File: src/rtl/pipe_hazard_ctrl_pkg.sv
// Shared types for the pipeline stall/flush sequencer: FSM states, the
// per-stage stall/flush bundle and the fixed control patterns it emits.
package pipe_hazard_ctrl_pkg;

  typedef enum logic [1:0] {HZ_RUN, HZ_MDU, HZ_SLEEP} hz_state_t;

  typedef struct packed {
    logic stallF;
    logic stallD;
    logic flushD;
    logic stallC;
    logic flushC;
    logic stallR;
    logic flushR;
  } stall_flush_t;

  // Freeze F/D/C and bubble R: used for mul/div start, MDU and SLEEP.
  localparam stall_flush_t SF_HOLD = '{stallF: 1'b1, stallD: 1'b1, flushD: 1'b0,
                                       stallC: 1'b1, flushC: 1'b0,
                                       stallR: 1'b1 & 1'b0, flushR: 1'b1};
  localparam stall_flush_t SF_MISS = '{stallF: 1'b1, stallD: 1'b1, flushD: 1'b0,
                                       stallC: 1'b1, flushC: 1'b0,
                                       stallR: 1'b1, flushR: 1'b0};
  localparam stall_flush_t SF_EXC  = '{stallF: 1'b0, stallD: 1'b0, flushD: 1'b1,
                                       stallC: 1'b0, flushC: 1'b1,
                                       stallR: 1'b0, flushR: 1'b0};

  function automatic int unsigned timer_width(input int unsigned lat);
    return (lat > 1) ? $clog2(lat) : 1;
  endfunction

endpackage

File: src/rtl/pipe_hazard_ctrl_if.sv
// Request/control bundle between the datapath (master) and the hazard
// sequencer (slave).
interface pipe_hazard_ctrl_if #(
  parameter int unsigned CNT_W = 32
);
  logic             load_use;
  logic             imiss;
  logic             dmiss;
  logic             mdu_start;
  logic             exc_valid;
  logic             eret;
  logic             br_mispred;
  logic             wait_inst;
  logic             int_pending;
  logic             stallF;
  logic             stallD;
  logic             flushD;
  logic             stallC;
  logic             flushC;
  logic             stallR;
  logic             flushR;
  logic             wait_ex;
  logic [CNT_W-1:0] stall_cycles;

  modport master (
    output load_use, imiss, dmiss, mdu_start, exc_valid, eret, br_mispred,
           wait_inst, int_pending,
    input  stallF, stallD, flushD, stallC, flushC, stallR, flushR, wait_ex,
           stall_cycles
  );

  modport slave (
    input  load_use, imiss, dmiss, mdu_start, exc_valid, eret, br_mispred,
           wait_inst, int_pending,
    output stallF, stallD, flushD, stallC, flushC, stallR, flushR, wait_ex,
           stall_cycles
  );
endinterface

File: src/rtl/pipe_hazard_ctrl_mdu_timer.sv
// Mul/div hold timer: loads MDU_LAT-1 on start, counts down to zero while
// the sequencer sits in the MDU state.
module hz_mdu_timer
  import pipe_hazard_ctrl_pkg::*;
#(
  parameter int unsigned MDU_LAT = 32
) (
  input  logic clk,
  input  logic reset,
  input  logic load,
  input  logic dec,
  output logic zero
);
  localparam int unsigned W = timer_width(MDU_LAT);

  logic [W-1:0] cnt;

  always_ff @(posedge clk) begin
    if (!reset) begin
      cnt <= '0;
    end else if (load) begin
      cnt <= W'(MDU_LAT - 1);
    end else if (dec && cnt != '0) begin
      cnt <= cnt - W'(1);
    end
  end

  assign zero = (cnt == '0);

endmodule

File: src/rtl/pipe_hazard_ctrl.sv
// Central stall/flush sequencer for the F->D->C->R pipeline. Controls are
// combinational from state and requests; state and the stall counter are registered.
module pipe_hazard_ctrl
  import pipe_hazard_ctrl_pkg::*;
#(
  parameter int unsigned MDU_LAT = 32,
  parameter int unsigned CNT_W   = 32
) (
  input logic             clk,
  input logic             reset,
  pipe_hazard_ctrl_if.slave hz
);
  hz_state_t        state;
  stall_flush_t     sf;
  logic             go_mdu;
  logic             go_sleep;
  logic             mdu_zero;
  logic [CNT_W-1:0] stall_q;

  // RUN-state priority: dmiss > exception/eret > mdu > wait > mispredict > load-use > imiss.
  always_comb begin
    sf       = '0;
    go_mdu   = 1'b0;
    go_sleep = 1'b0;
    case (state)
      HZ_MDU, HZ_SLEEP: sf = SF_HOLD;
      default: begin
        if (hz.dmiss) begin
          sf = SF_MISS;
        end else if (hz.exc_valid || hz.eret) begin
          sf = SF_EXC;
        end else if (hz.mdu_start) begin
          sf     = SF_HOLD;
          go_mdu = 1'b1;
        end else if (hz.wait_inst && !hz.int_pending) begin
          sf       = SF_HOLD;
          go_sleep = 1'b1;
        end else if (hz.br_mispred) begin
          sf.flushD = 1'b1;
        end else if (hz.load_use) begin
          sf.stallF = 1'b1;
          sf.stallD = 1'b1;
          sf.flushC = 1'b1;
        end else if (hz.imiss) begin
          sf.stallF = 1'b1;
          sf.flushD = 1'b1;
        end
      end
    endcase
  end

  always_ff @(posedge clk) begin
    if (!reset) begin
      state   <= HZ_RUN;
      stall_q <= '0;
    end else begin
      stall_q <= stall_q + CNT_W'(sf.stallC);
      case (state)
        HZ_RUN: begin
          if (go_mdu)        state <= HZ_MDU;
          else if (go_sleep) state <= HZ_SLEEP;
        end
        HZ_MDU:   if (mdu_zero) state <= HZ_RUN;
        HZ_SLEEP: if (hz.int_pending) state <= HZ_RUN;
        default:  state <= HZ_RUN;
      endcase
    end
  end

  hz_mdu_timer #(
    .MDU_LAT(MDU_LAT)
  ) u_mdu_timer (
    .clk  (clk),
    .reset(reset),
    .load (go_mdu),
    .dec  (state == HZ_MDU),
    .zero (mdu_zero)
  );

  assign hz.stallF       = sf.stallF;
  assign hz.stallD       = sf.stallD;
  assign hz.flushD       = sf.flushD;
  assign hz.stallC       = sf.stallC;
  assign hz.flushC       = sf.flushC;
  assign hz.stallR       = sf.stallR;
  assign hz.flushR       = sf.flushR;
  assign hz.wait_ex      = (state == HZ_SLEEP);
  assign hz.stall_cycles = stall_q;

endmodule

File: src/flat_wrapper.sv
// flat-port wrapper written by rule: the top's interface ports become plain ports
module pipe_hazard_ctrl_flat import pipe_hazard_ctrl_pkg::*;
#(
  parameter int unsigned MDU_LAT = 32,
  parameter int unsigned CNT_W   = 32
)
  (clk, reset, hz_load_use, hz_imiss, hz_dmiss, hz_mdu_start, hz_exc_valid, hz_eret, hz_br_mispred, hz_wait_inst, hz_int_pending, hz_stallF, hz_stallD, hz_flushD, hz_stallC, hz_flushC, hz_stallR, hz_flushR, hz_wait_ex, hz_stall_cycles);
  pipe_hazard_ctrl_if #(.CNT_W(CNT_W)) hz_i ();
  input logic clk;
  input logic reset;
  input wire logic [$bits(hz_i.load_use)-1:0] hz_load_use;
  input wire logic [$bits(hz_i.imiss)-1:0] hz_imiss;
  input wire logic [$bits(hz_i.dmiss)-1:0] hz_dmiss;
  input wire logic [$bits(hz_i.mdu_start)-1:0] hz_mdu_start;
  input wire logic [$bits(hz_i.exc_valid)-1:0] hz_exc_valid;
  input wire logic [$bits(hz_i.eret)-1:0] hz_eret;
  input wire logic [$bits(hz_i.br_mispred)-1:0] hz_br_mispred;
  input wire logic [$bits(hz_i.wait_inst)-1:0] hz_wait_inst;
  input wire logic [$bits(hz_i.int_pending)-1:0] hz_int_pending;
  output wire logic [$bits(hz_i.stallF)-1:0] hz_stallF;
  output wire logic [$bits(hz_i.stallD)-1:0] hz_stallD;
  output wire logic [$bits(hz_i.flushD)-1:0] hz_flushD;
  output wire logic [$bits(hz_i.stallC)-1:0] hz_stallC;
  output wire logic [$bits(hz_i.flushC)-1:0] hz_flushC;
  output wire logic [$bits(hz_i.stallR)-1:0] hz_stallR;
  output wire logic [$bits(hz_i.flushR)-1:0] hz_flushR;
  output wire logic [$bits(hz_i.wait_ex)-1:0] hz_wait_ex;
  output wire logic [$bits(hz_i.stall_cycles)-1:0] hz_stall_cycles;
  assign hz_i.load_use = hz_load_use;
  assign hz_i.imiss = hz_imiss;
  assign hz_i.dmiss = hz_dmiss;
  assign hz_i.mdu_start = hz_mdu_start;
  assign hz_i.exc_valid = hz_exc_valid;
  assign hz_i.eret = hz_eret;
  assign hz_i.br_mispred = hz_br_mispred;
  assign hz_i.wait_inst = hz_wait_inst;
  assign hz_i.int_pending = hz_int_pending;
  assign hz_stallF = hz_i.stallF;
  assign hz_stallD = hz_i.stallD;
  assign hz_flushD = hz_i.flushD;
  assign hz_stallC = hz_i.stallC;
  assign hz_flushC = hz_i.flushC;
  assign hz_stallR = hz_i.stallR;
  assign hz_flushR = hz_i.flushR;
  assign hz_wait_ex = hz_i.wait_ex;
  assign hz_stall_cycles = hz_i.stall_cycles;
  pipe_hazard_ctrl #(.MDU_LAT(MDU_LAT), .CNT_W(CNT_W)) u_core (.clk(clk), .reset(reset), .hz(hz_i));
endmodule
File: config.mk
export PLATFORM = sky130hd
export DESIGN_NAME = pipe_hazard_ctrl_flat
export DESIGN_NICKNAME = d
export VERILOG_FILES = /design/src/rtl/pipe_hazard_ctrl_pkg.sv /design/src/rtl/pipe_hazard_ctrl_if.sv /design/src/rtl/pipe_hazard_ctrl_mdu_timer.sv /design/src/rtl/pipe_hazard_ctrl.sv /design/src/flat_wrapper.sv
export SDC_FILE = /design/constraint.sdc
export NUM_CORES = 1
export LEC_CHECK = 0
export CORE_AREA = 2 2 67 69
export DETAILED_ROUTE_END_ITERATION = 6
export DIE_AREA = 0 0 69 71
export PLACE_DENSITY_LB_ADDON = 0.15
export SKIP_LAST_GASP = 1
export SYNTH_ARGS = -nofsm -noshare
export SYNTH_HDL_FRONTEND = slang
export SYNTH_SLANG_ARGS = --single-unit
export TNS_END_PERCENT = 100
File: constraint.sdc
create_clock -name clk -period 3.5 [get_ports clk]
set_clock_uncertainty 0.15 [all_clocks]
set_input_delay 0.525 -clock clk [delete_from_list [all_inputs] [get_ports clk]]
set_output_delay 0.525 -clock clk [all_outputs]
set_load 0.01 [all_outputs]
**Yosys cells after proc, flatten, opt, wreduce, memory -nomap -nowiden**

Index checks and enable logic that the tools add are counted.
W data, S select, Z words.

- Add/sub/neg operators: 2
- Equality and inequality tests: 5
- Multiplexer cells: 30
- Reductions and logical operators: 10

Operator list:

| cell | count |
|---|---|
| $add A32 B1 Y32 | 1 |
| $mux W7 | 4 |
| $mux W1 | 17 |
| $mux W2 | 5 |
| $mux W5 | 2 |
| $pmux W2 S3 | 1 |
| $logic_not A5 Y1 | 1 |
| $reduce_bool A5 Y1 | 1 |
| $sub A5 B1 Y5 const B | 1 |
| $mux W3 | 1 |
| $ne A3 B1 Y1 const B | 1 |
| $reduce_and A3 Y1 | 1 |
| $eq A2 B1 Y1 const B | 1 |
| $eq A2 B2 Y1 const B | 1 |
| $logic_and A1 B1 Y1 | 2 |
| $logic_not A2 Y1 | 1 |
| $ne A2 B1 Y1 const B | 1 |
| $ne A2 B2 Y1 const B | 1 |
| $reduce_bool A2 Y1 | 1 |
| $reduce_or A2 Y1 | 1 |
| $logic_not A1 Y1 | 1 |
| $logic_or A1 B1 Y1 | 1 |

- Register bits after elaboration: 39
- Input bits: 11
- Output and inout port bits: 40
- Word-level logic and storage cells: 50

**Depth between registers and ports, before layout**

Gate-level depths: netlist of the first run.

- Depth after elaboration: 10
- Gate-level depth with buffers: 11
- Depth with buffers taken out: 10

**Cells and area by module**

A second synthesis of the first run with hierarchy kept.

- Cells, all modules: 216
- Area, all modules: 1989.4 µm²

By module, submodules not included:

| module | times used | cells each | area each (µm²) |
|---|---|---|---|
| pipe_hazard_ctrl | 1 | 187 | 1714.1 |
| hz_mdu_timer | 1 | 29 | 275.3 |

**Least setup slack after synthesis of the first run**

Ideal clock, no wire load.

- Path type: input-to-reg
- Start: input hz_eret
- End: register u_core.stall_q[28] (netlist: u_core.hz.stall_cycles[28])
- Arrival: 2663 ps
- Required time: 3280 ps
- Setup slack: 617 ps
- Stages: 10
- Cell sequence: nor2_1 > o21ai_0 > nand2_1 > ha_1 > ha_1 > and3_1 > clkbuf_1 > nand4_1 > or4_1 > a21oi_1

- Longest elaborated chain between the ends: 5

RTL lines:

| what | RTL line | RTL |
|---|---|---|
| from (decl) | flat_wrapper.sv:16 | `input wire logic [$bits(hz_i.eret)-1:0] hz_eret;` |
| $logic_or A1 B1 Y1 | pipe_hazard_ctrl.sv:30 | `end else if (hz.exc_valid \|\| hz.eret) begin` |
| $mux W7 | pipe_hazard_ctrl.sv:30 |  |
| $mux W7 | pipe_hazard_ctrl.sv:28 | `if (hz.dmiss) begin` |
| $mux W7 | pipe_hazard_ctrl.sv:25 | `case (state)` |
| via hz_stallC | flat_wrapper.sv:23 | `output wire logic [$bits(hz_i.stallC)-1:0] hz_stallC;` |
| $add A32 B1 Y32 | pipe_hazard_ctrl.sv:57 | `stall_q <= stall_q + CNT_W'(sf.stallC);` |
| to (signal assigned) | pipe_hazard_ctrl.sv:57 |  |
| to (decl) | pipe_hazard_ctrl.sv:18 | `logic [CNT_W-1:0] stall_q;` |

The timed path passes the listed nets, and every way through them passes these cells.
A chain may end at the register's enable or synchronous reset.

**Worst setup path after layout of the first run**

- Start: input hz_eret
- End: register u_core.stall_q[26] (netlist: u_core.hz.stall_cycles[26])

- Longest elaborated chain between the ends: 5

RTL lines:

| what | RTL line |
|---|---|
| $logic_or A1 B1 Y1 | pipe_hazard_ctrl.sv:30 |
| $mux W7 | pipe_hazard_ctrl.sv:30 |
| $mux W7 | pipe_hazard_ctrl.sv:28 |
| $mux W7 | pipe_hazard_ctrl.sv:25 |
| $add A32 B1 Y32 | pipe_hazard_ctrl.sv:57 |

Every way passes these cells.

==> results.cfg, run 1 <==
[power_and_ir_drop]
power.density_cell_area_mw_per_mm2 = 391.4
ir_drop_uv = 242.0
cellLeakagePower_nw = 0.8492

[clock_tree]
clock_tree_root_driver_cell = sky130_fd_sc_hd__clkbuf_8
cts.repair_timing.setup_buffer_count = 0
worstSkewPairLatency_ns = 0.29
htreeDepth = 2
worst_setup_hold_path_clk_slew_ns = 0.07
cts_tree = done
numCtsBuffers = 5
holdBufCountCts = 0
post_cts.resized_instances = 0
cts-root-to-sink-buffers = 2
numClockSinks = 39

[outcome]
outcome = completed

[hold_path]
hold_path_startpoint = u_core.hz.stall_cycles[31]
worst_hold_path.num_cells = 2
holdCritPathClass = reg2reg
hold-path-endpoint = u_core.hz.stall_cycles[31]

[timing]
setup_viol = 0
rsz_0062_raised_after_global_routing = no
achievable-frequency_ghz = 0.3286
report.final.hold_viol_count = 0
slew_at_the_pin_with_the_worst_max_slew_slack_ns = 0.5170
maxSlewViolCount = 0
post-route-min-period_ns = 3.043
min_period_over_period_pct = 86.96
timing.slew.headroom_pct = 65.53
sum_of_negative_setup_slack_ns = 0

[synthesis]
synthesis.nets = 246
synth_cells = 228
netlist.area_leader.share_pct = 39.90
yosys-top-cells-area = sky130_fd_sc_hd__dfxtp_1, sky130_fd_sc_hd__a21oi_1, sky130_fd_sc_hd__o31ai_1, sky130_fd_sc_hd__or4_1, sky130_fd_sc_hd__xor2_1
synth_area_per_cell_sq_um = 8.583
syn_area_sq_mm = 0.001957
yosysWarnings = 0
synth_edf_count = 0
yosysSeqAreaShare_pct = 39.90
synth.ff_latch_count = 39
ys_types = 34
async_reset_ff_share_pct = 0
top_cell_type_by_total_area_after_synthesis = sky130_fd_sc_hd__dfxtp_1
synth_ff_type = sky130_fd_sc_hd__dfxtp_1

[critical_path]
r2r_cells = 10
timing.reg2reg.setup_slack_ns = 0.69
setup.worst_path.class = in2reg
r2r-start = u_core.state[0]
regToRegEndpoint = u_core.hz.stall_cycles[26]
critical_path.max_fanout = 10
timing.critical_path.from_type = input port
critPathRequiredTime_ns = 3.57
worst_ep_arrival_time_ns = 3.11
endpoint_kind = flip-flop

[finish]
num-nets-final = 296
syn2layout_area_growth_pct = 32.54
layout_commonest_cell = sky130_fd_sc_hd__clkdlybuf4s50_1
drive_above_1_share_pct = 4.301
most-common-layout-cells = sky130_fd_sc_hd__clkdlybuf4s50_1, sky130_fd_sc_hd__dfxtp_1, sky130_fd_sc_hd__a21oi_1, sky130_fd_sc_hd__nand3_1
insertedDiodeCount = 0
design_area_sq_mm = 0.002594

[global_route]
gr-usage-all-layers_pct = 17.94
grt_remaining_overflow = 0
grt_first_pass_wirelength_mm = 7.134
antenna_found_initial = 0
first_global_vias = 1590
grt_max_degree = 36

[drt]
routed-via-count = 1883
wire_per_inst_um = 13.13
finalWirelength_mm = 4.346
drt.antenna.violating_nets = 0
drt_pre_antenna_iters = 4
detail_route.iter0.violations = 187
vias_per_cell = 5.689
drcViolationCount = 0

[placement]
routabilityCongestion = 0.7901
placed_wire_length_estimate_mm = 3.016
post_placement_cell_area_sq_mm = 0.002494
total_of_buffers_placed_on_input_and_output_ports = 50

[die]
num_io_pins = 51
design.die.area_sq_mm = 0.004899
die_h_um = 71
initial_standard_cell_utilization_of_the_core_pct = 46.55
rows = 24
core_area_sq_mm = 0.004204
floorplan.die.width_um = 69

[flow_run]
maxCapViolations = 0
## worst max-delay path by stage
stage	start	slack [ns]	endpoint	cells past startpoint
2_1_floorplan	hz_eret	0.62	u_core.hz.stall_cycles[28]	10
3_3_place_gp	hz_eret	0.25	u_core.hz.stall_cycles[30]	10
3_5_place_dp	hz_eret	0.17	u_core.hz.stall_cycles[26]	10
4_1_cts	hz_eret	0.47	u_core.hz.stall_cycles[26]	10
5_1_grt	hz_eret	0.19	u_core.hz.stall_cycles[30]	10
6_report	hz_eret	0.46	u_core.hz.stall_cycles[26]	10
## metrics by stage
| step | utilization, % | total power [mW] | setup WS (ns) | hold WS, ns | instances |
|---|---|---|---|---|---|
| floorplan | - | 0.5938 | 0.6169 | 0.3015 | 228 |
| global placement | 59.32 | 0.6954 | 0.2465 | 0.3137 | 323 |
| detailed placement | 59.32 | 0.6962 | 0.1673 | 0.3244 | 323 |
| CTS | 61.70 | 1.030 | 0.4708 | 0.3365 | 331 |
| global route | 61.70 | 1.070 | 0.1948 | 0.3492 | 331 |
| finish | 61.70 | 1.015 | 0.4565 | 0.3351 | 331 |
## routing by layer
layer	track usage (%)	share of wire, %
met4	7.190	2.0
met2	26.39	44
met3	5.271	6.0
met5	0	0
met1	24.76	48
## power by group
part	switching (mW)	internal [mW]
clock	0.150	0.180
sequential	0.0146	0.461
combinational	0.0951	0.115
total	0.259	0.756
## cells by family after synthesis
kind of cell / Yosys count / synth area share [%]
and+or+nand+nor: 98 / 28.20
AOI/OAI and AO/OA: 49 / 15.09
DFF: 39 / 39.90
xor gates and xnor gates: 16 / 7.161
buffers and inverters: 16 / 3.580
adders and majority gates: 7 / 4.475
muxes: 3 / 1.598
## state kept, by name, indices dropped and copies added, names as in the netlist
register                cells
u_core.state                2
u_core.u_mdu_timer.cnt      5
u_core.hz.stall_cycles     32
## final cells by class
type	count	area, sq um
Clock buffer	8	100.1
Inverter	7	26.28
Tap cell	52	65.06
Timing Repair Buffer	52	515.5
Fill cell	406	1610
Sequential cell	39	780.7
Multi-Input combinational cell	173	1106
## synth_stat cells (2+ instances only)
cell type,count
sky130_fd_sc_hd__inv_1,6
sky130_fd_sc_hd__or3_1,3
sky130_fd_sc_hd__buf_2,2
sky130_fd_sc_hd__and3_1,3
sky130_fd_sc_hd__a21oi_1,25
sky130_fd_sc_hd__clkbuf_1,6
sky130_fd_sc_hd__xnor2_1,5
sky130_fd_sc_hd__nor2b_1,2
sky130_fd_sc_hd__nand2b_1,2
sky130_fd_sc_hd__nand2_1,15
sky130_fd_sc_hd__o21ai_0,5
sky130_fd_sc_hd__dfxtp_1,39
sky130_fd_sc_hd__mux2i_1,2
sky130_fd_sc_hd__ha_1,7
sky130_fd_sc_hd__and2_1,3
sky130_fd_sc_hd__xor2_1,11
sky130_fd_sc_hd__nor3_1,3
sky130_fd_sc_hd__nand4_1,10
sky130_fd_sc_hd__nand3_1,18
sky130_fd_sc_hd__nor2_1,15
sky130_fd_sc_hd__or4_1,15
sky130_fd_sc_hd__and4_1,5
sky130_fd_sc_hd__o31ai_1,15
## critical path, cell delays in order
cell and delay (ns):
sky130_fd_sc_hd__clkdlybuf4s50_1 0.42, sky130_fd_sc_hd__nor2_1 0.21, sky130_fd_sc_hd__o21ai_0 0.19, sky130_fd_sc_hd__nand2_1 0.18, sky130_fd_sc_hd__ha_1 0.23, sky130_fd_sc_hd__ha_1 0.19, sky130_fd_sc_hd__and3_1 0.22, sky130_fd_sc_hd__nand4_1 0.29
sky130_fd_sc_hd__or4_1 0.50, sky130_fd_sc_hd__a21oi_1 0.15
No activity file was read; power rests on OpenSTA's default activity.
==> run 2: changes to the inputs <==
--- a/config.mk
+++ b/config.mk
@@ -8,6 +8,7 @@
 export CORE_AREA = 2 2 67 69
 export DETAILED_ROUTE_END_ITERATION = 6
 export DIE_AREA = 0 0 69 71
+export GPL_TIMING_DRIVEN = 1
 export PLACE_DENSITY_LB_ADDON = 0.15
 export SKIP_LAST_GASP = 1
 export SYNTH_ARGS = -nofsm -noshare
==> results of run 2 <==
No change in the layout: final DEF, timing and power equal those of run 1.
==> run 3: changes to the inputs <==
--- a/config.mk
+++ b/config.mk
@@ -9,8 +9,10 @@
 export DETAILED_ROUTE_END_ITERATION = 6
 export DIE_AREA = 0 0 69 71
 export GPL_TIMING_DRIVEN = 1
+export MAX_ROUTING_LAYER = met4
 export PLACE_DENSITY_LB_ADDON = 0.15
 export SKIP_LAST_GASP = 1
+export SLEW_MARGIN = 0
 export SYNTH_ARGS = -nofsm -noshare
 export SYNTH_HDL_FRONTEND = slang
 export SYNTH_SLANG_ARGS = --single-unit
==> run 3 against run 2 <==
  * Via count shrank 0.74%
  * Routed wire length shrank 0.23%
  * Final area is the same
  * Sequential cell count is the same
  * Non-clock buffer count is the same
  * Sequential share of layout area is the same
==> results.cfg, run 3 (same netlist as run 1, synthesis figures left out) <==
[outcome]
outcome = completed

[drt]
finalWirelength_mm = 4.336
routed-via-count = 1869
vias_per_cell = 5.647
drcViolationCount = 0
wire_per_inst_um = 13.10
detail_route.iter0.violations = 193
drt_pre_antenna_iters = 4
drt.antenna.violating_nets = 0

[timing]
min_period_over_period_pct = 86.97
rsz_0062_raised_after_global_routing = no
report.final.hold_viol_count = 0
timing.slew.headroom_pct = 65.53
setup_viol = 0
slew_at_the_pin_with_the_worst_max_slew_slack_ns = 0.5170
sum_of_negative_setup_slack_ns = 0
post-route-min-period_ns = 3.044
achievable-frequency_ghz = 0.3285
maxSlewViolCount = 0

[power_and_ir_drop]
netSwitchingFraction_pct = 25.56
cellLeakagePower_nw = 0.8492
internal_power_mw = 0.7557
power.density_cell_area_mw_per_mm2 = 391.4
clockPowerShare_pct = 32.5
ir_drop_uv = 242.1
power_switching_mw = 0.2595
power.share.sequential_pct = 46.8
share_comb_of_total_power_pct = 20.7

[finish]
utilization_pct = 61.70
design_area_sq_mm = 0.002594
most-common-layout-cells = sky130_fd_sc_hd__clkdlybuf4s50_1, sky130_fd_sc_hd__dfxtp_1, sky130_fd_sc_hd__a21oi_1, sky130_fd_sc_hd__nand3_1
num-nets-final = 296
largest_register_ff_count = 32
drive_above_1_share_pct = 4.301
layout_commonest_cell = sky130_fd_sc_hd__clkdlybuf4s50_1
syn2layout_area_growth_pct = 32.54
insertedDiodeCount = 0

[clock_tree]
numClockSinks = 39
worst_setup_hold_path_clk_slew_ns = 0.07
cts-root-to-sink-buffers = 2
worstSkewPairLatency_ns = 0.29
clock_tree_root_driver_cell = sky130_fd_sc_hd__clkbuf_8
cts.repair_timing.setup_buffer_count = 0
numCtsBuffers = 5
holdBufCountCts = 0
htreeDepth = 2
post_cts.resized_instances = 0
cts_tree = done

[critical_path]
timing.critical_path.from_type = input port
critical_path.max_fanout = 10
worst_ep_arrival_time_ns = 3.12
critPathRequiredTime_ns = 3.57
endpoint_kind = flip-flop
setup.worst_path.class = in2reg

[die]
initial_standard_cell_utilization_of_the_core_pct = 46.55
rows = 24
core_area_sq_mm = 0.004204
die_h_um = 71
design.die.area_sq_mm = 0.004899
num_io_pins = 51
floorplan.die.width_um = 69

[placement]
total_of_buffers_placed_on_input_and_output_ports = 50
routabilityCongestion = 0.8013
post_placement_cell_area_sq_mm = 0.002494
placed_wire_length_estimate_mm = 3.016

[global_route]
grt_first_pass_wirelength_mm = 7.134
first_global_vias = 1590
antenna_found_initial = 0
gr-usage-all-layers_pct = 18.49
grt_remaining_overflow = 0
grt_max_degree = 36

[hold_path]
holdCritPathClass = reg2reg

[flow_run]
maxCapViolations = 0
[run 3: cell type report]
cell class | count | area (sq um)
well taps | 52 | 65.06
fillers | 406 | 1610
inverters | 7 | 26.28
multi-input cells | 173 | 1106
clock buffers | 8 | 100.1
repair buffers | 52 | 515.5
flip-flops and latches | 39 | 780.7
[run 3: path summary, 6_finish.rpt]
kind | start | to | slack, ns | depth (start not counted)
worst min register to register | u_core.state[1] | u_core.state[1] | 0.34 | 2
worst max register to register | u_core.state[0] | u_core.hz.stall_cycles[26] | 0.69 | 10
worst max-delay path | hz_eret | u_core.hz.stall_cycles[26] | 0.46 | 10
worst min-delay path | u_core.state[1] | u_core.state[1] | 0.34 | 2
[run 3: worst max-delay path, stage by stage]
cell and delay, ns:
sky130_fd_sc_hd__clkdlybuf4s50_1 0.42, sky130_fd_sc_hd__nor2_1 0.21, sky130_fd_sc_hd__o21ai_0 0.19, sky130_fd_sc_hd__nand2_1 0.18
sky130_fd_sc_hd__ha_1 0.23, sky130_fd_sc_hd__ha_1 0.19, sky130_fd_sc_hd__and3_1 0.22, sky130_fd_sc_hd__nand4_1 0.29
sky130_fd_sc_hd__or4_1 0.50, sky130_fd_sc_hd__a21oi_1 0.15
[run 3: power groups by stage]
stage / Clock (mW) / Combinational (mW) / Sequential (mW)
2_1_floorplan: 0 / 0.107 / 0.486
3_3_place_gp: 0 / 0.210 / 0.485
3_5_place_dp: 0 / 0.211 / 0.485
4_1_cts: 0.342 / 0.213 / 0.475
5_1_grt: 0.361 / 0.232 / 0.477
6_report: 0.329 / 0.210 / 0.475
[run 3: per-stage QoR]
| stage | hold WS [ns] | instances | power (mW) | setup slack [ns] |
|---|---|---|---|---|
| 6_report | 0.3355 | 331 | 1.015 | 0.4562 |
| 5_1_grt | 0.3492 | 331 | 1.070 | 0.1948 |
| 3_5_place_dp | 0.3244 | 323 | 0.6962 | 0.1673 |
| 3_3_place_gp | 0.3137 | 323 | 0.6954 | 0.2465 |
| 4_1_cts | 0.3365 | 331 | 1.030 | 0.4708 |
| 2_1_floorplan | 0.3015 | 228 | 0.5938 | 0.6169 |
[run 3: metal layers]
| layer | part of all wire (%) | track usage [%] | up-vias |
|---|---|---|---|
| met5 | 0 | - | - |
| met4 | 1.9 | 7.190 | 0 |
| met3 | 5.0 | 4.986 | 7 |
| met2 | 44 | 26.39 | 42 |
| met1 | 49 | 24.93 | 867 |
| li1 | - | - | 953 |
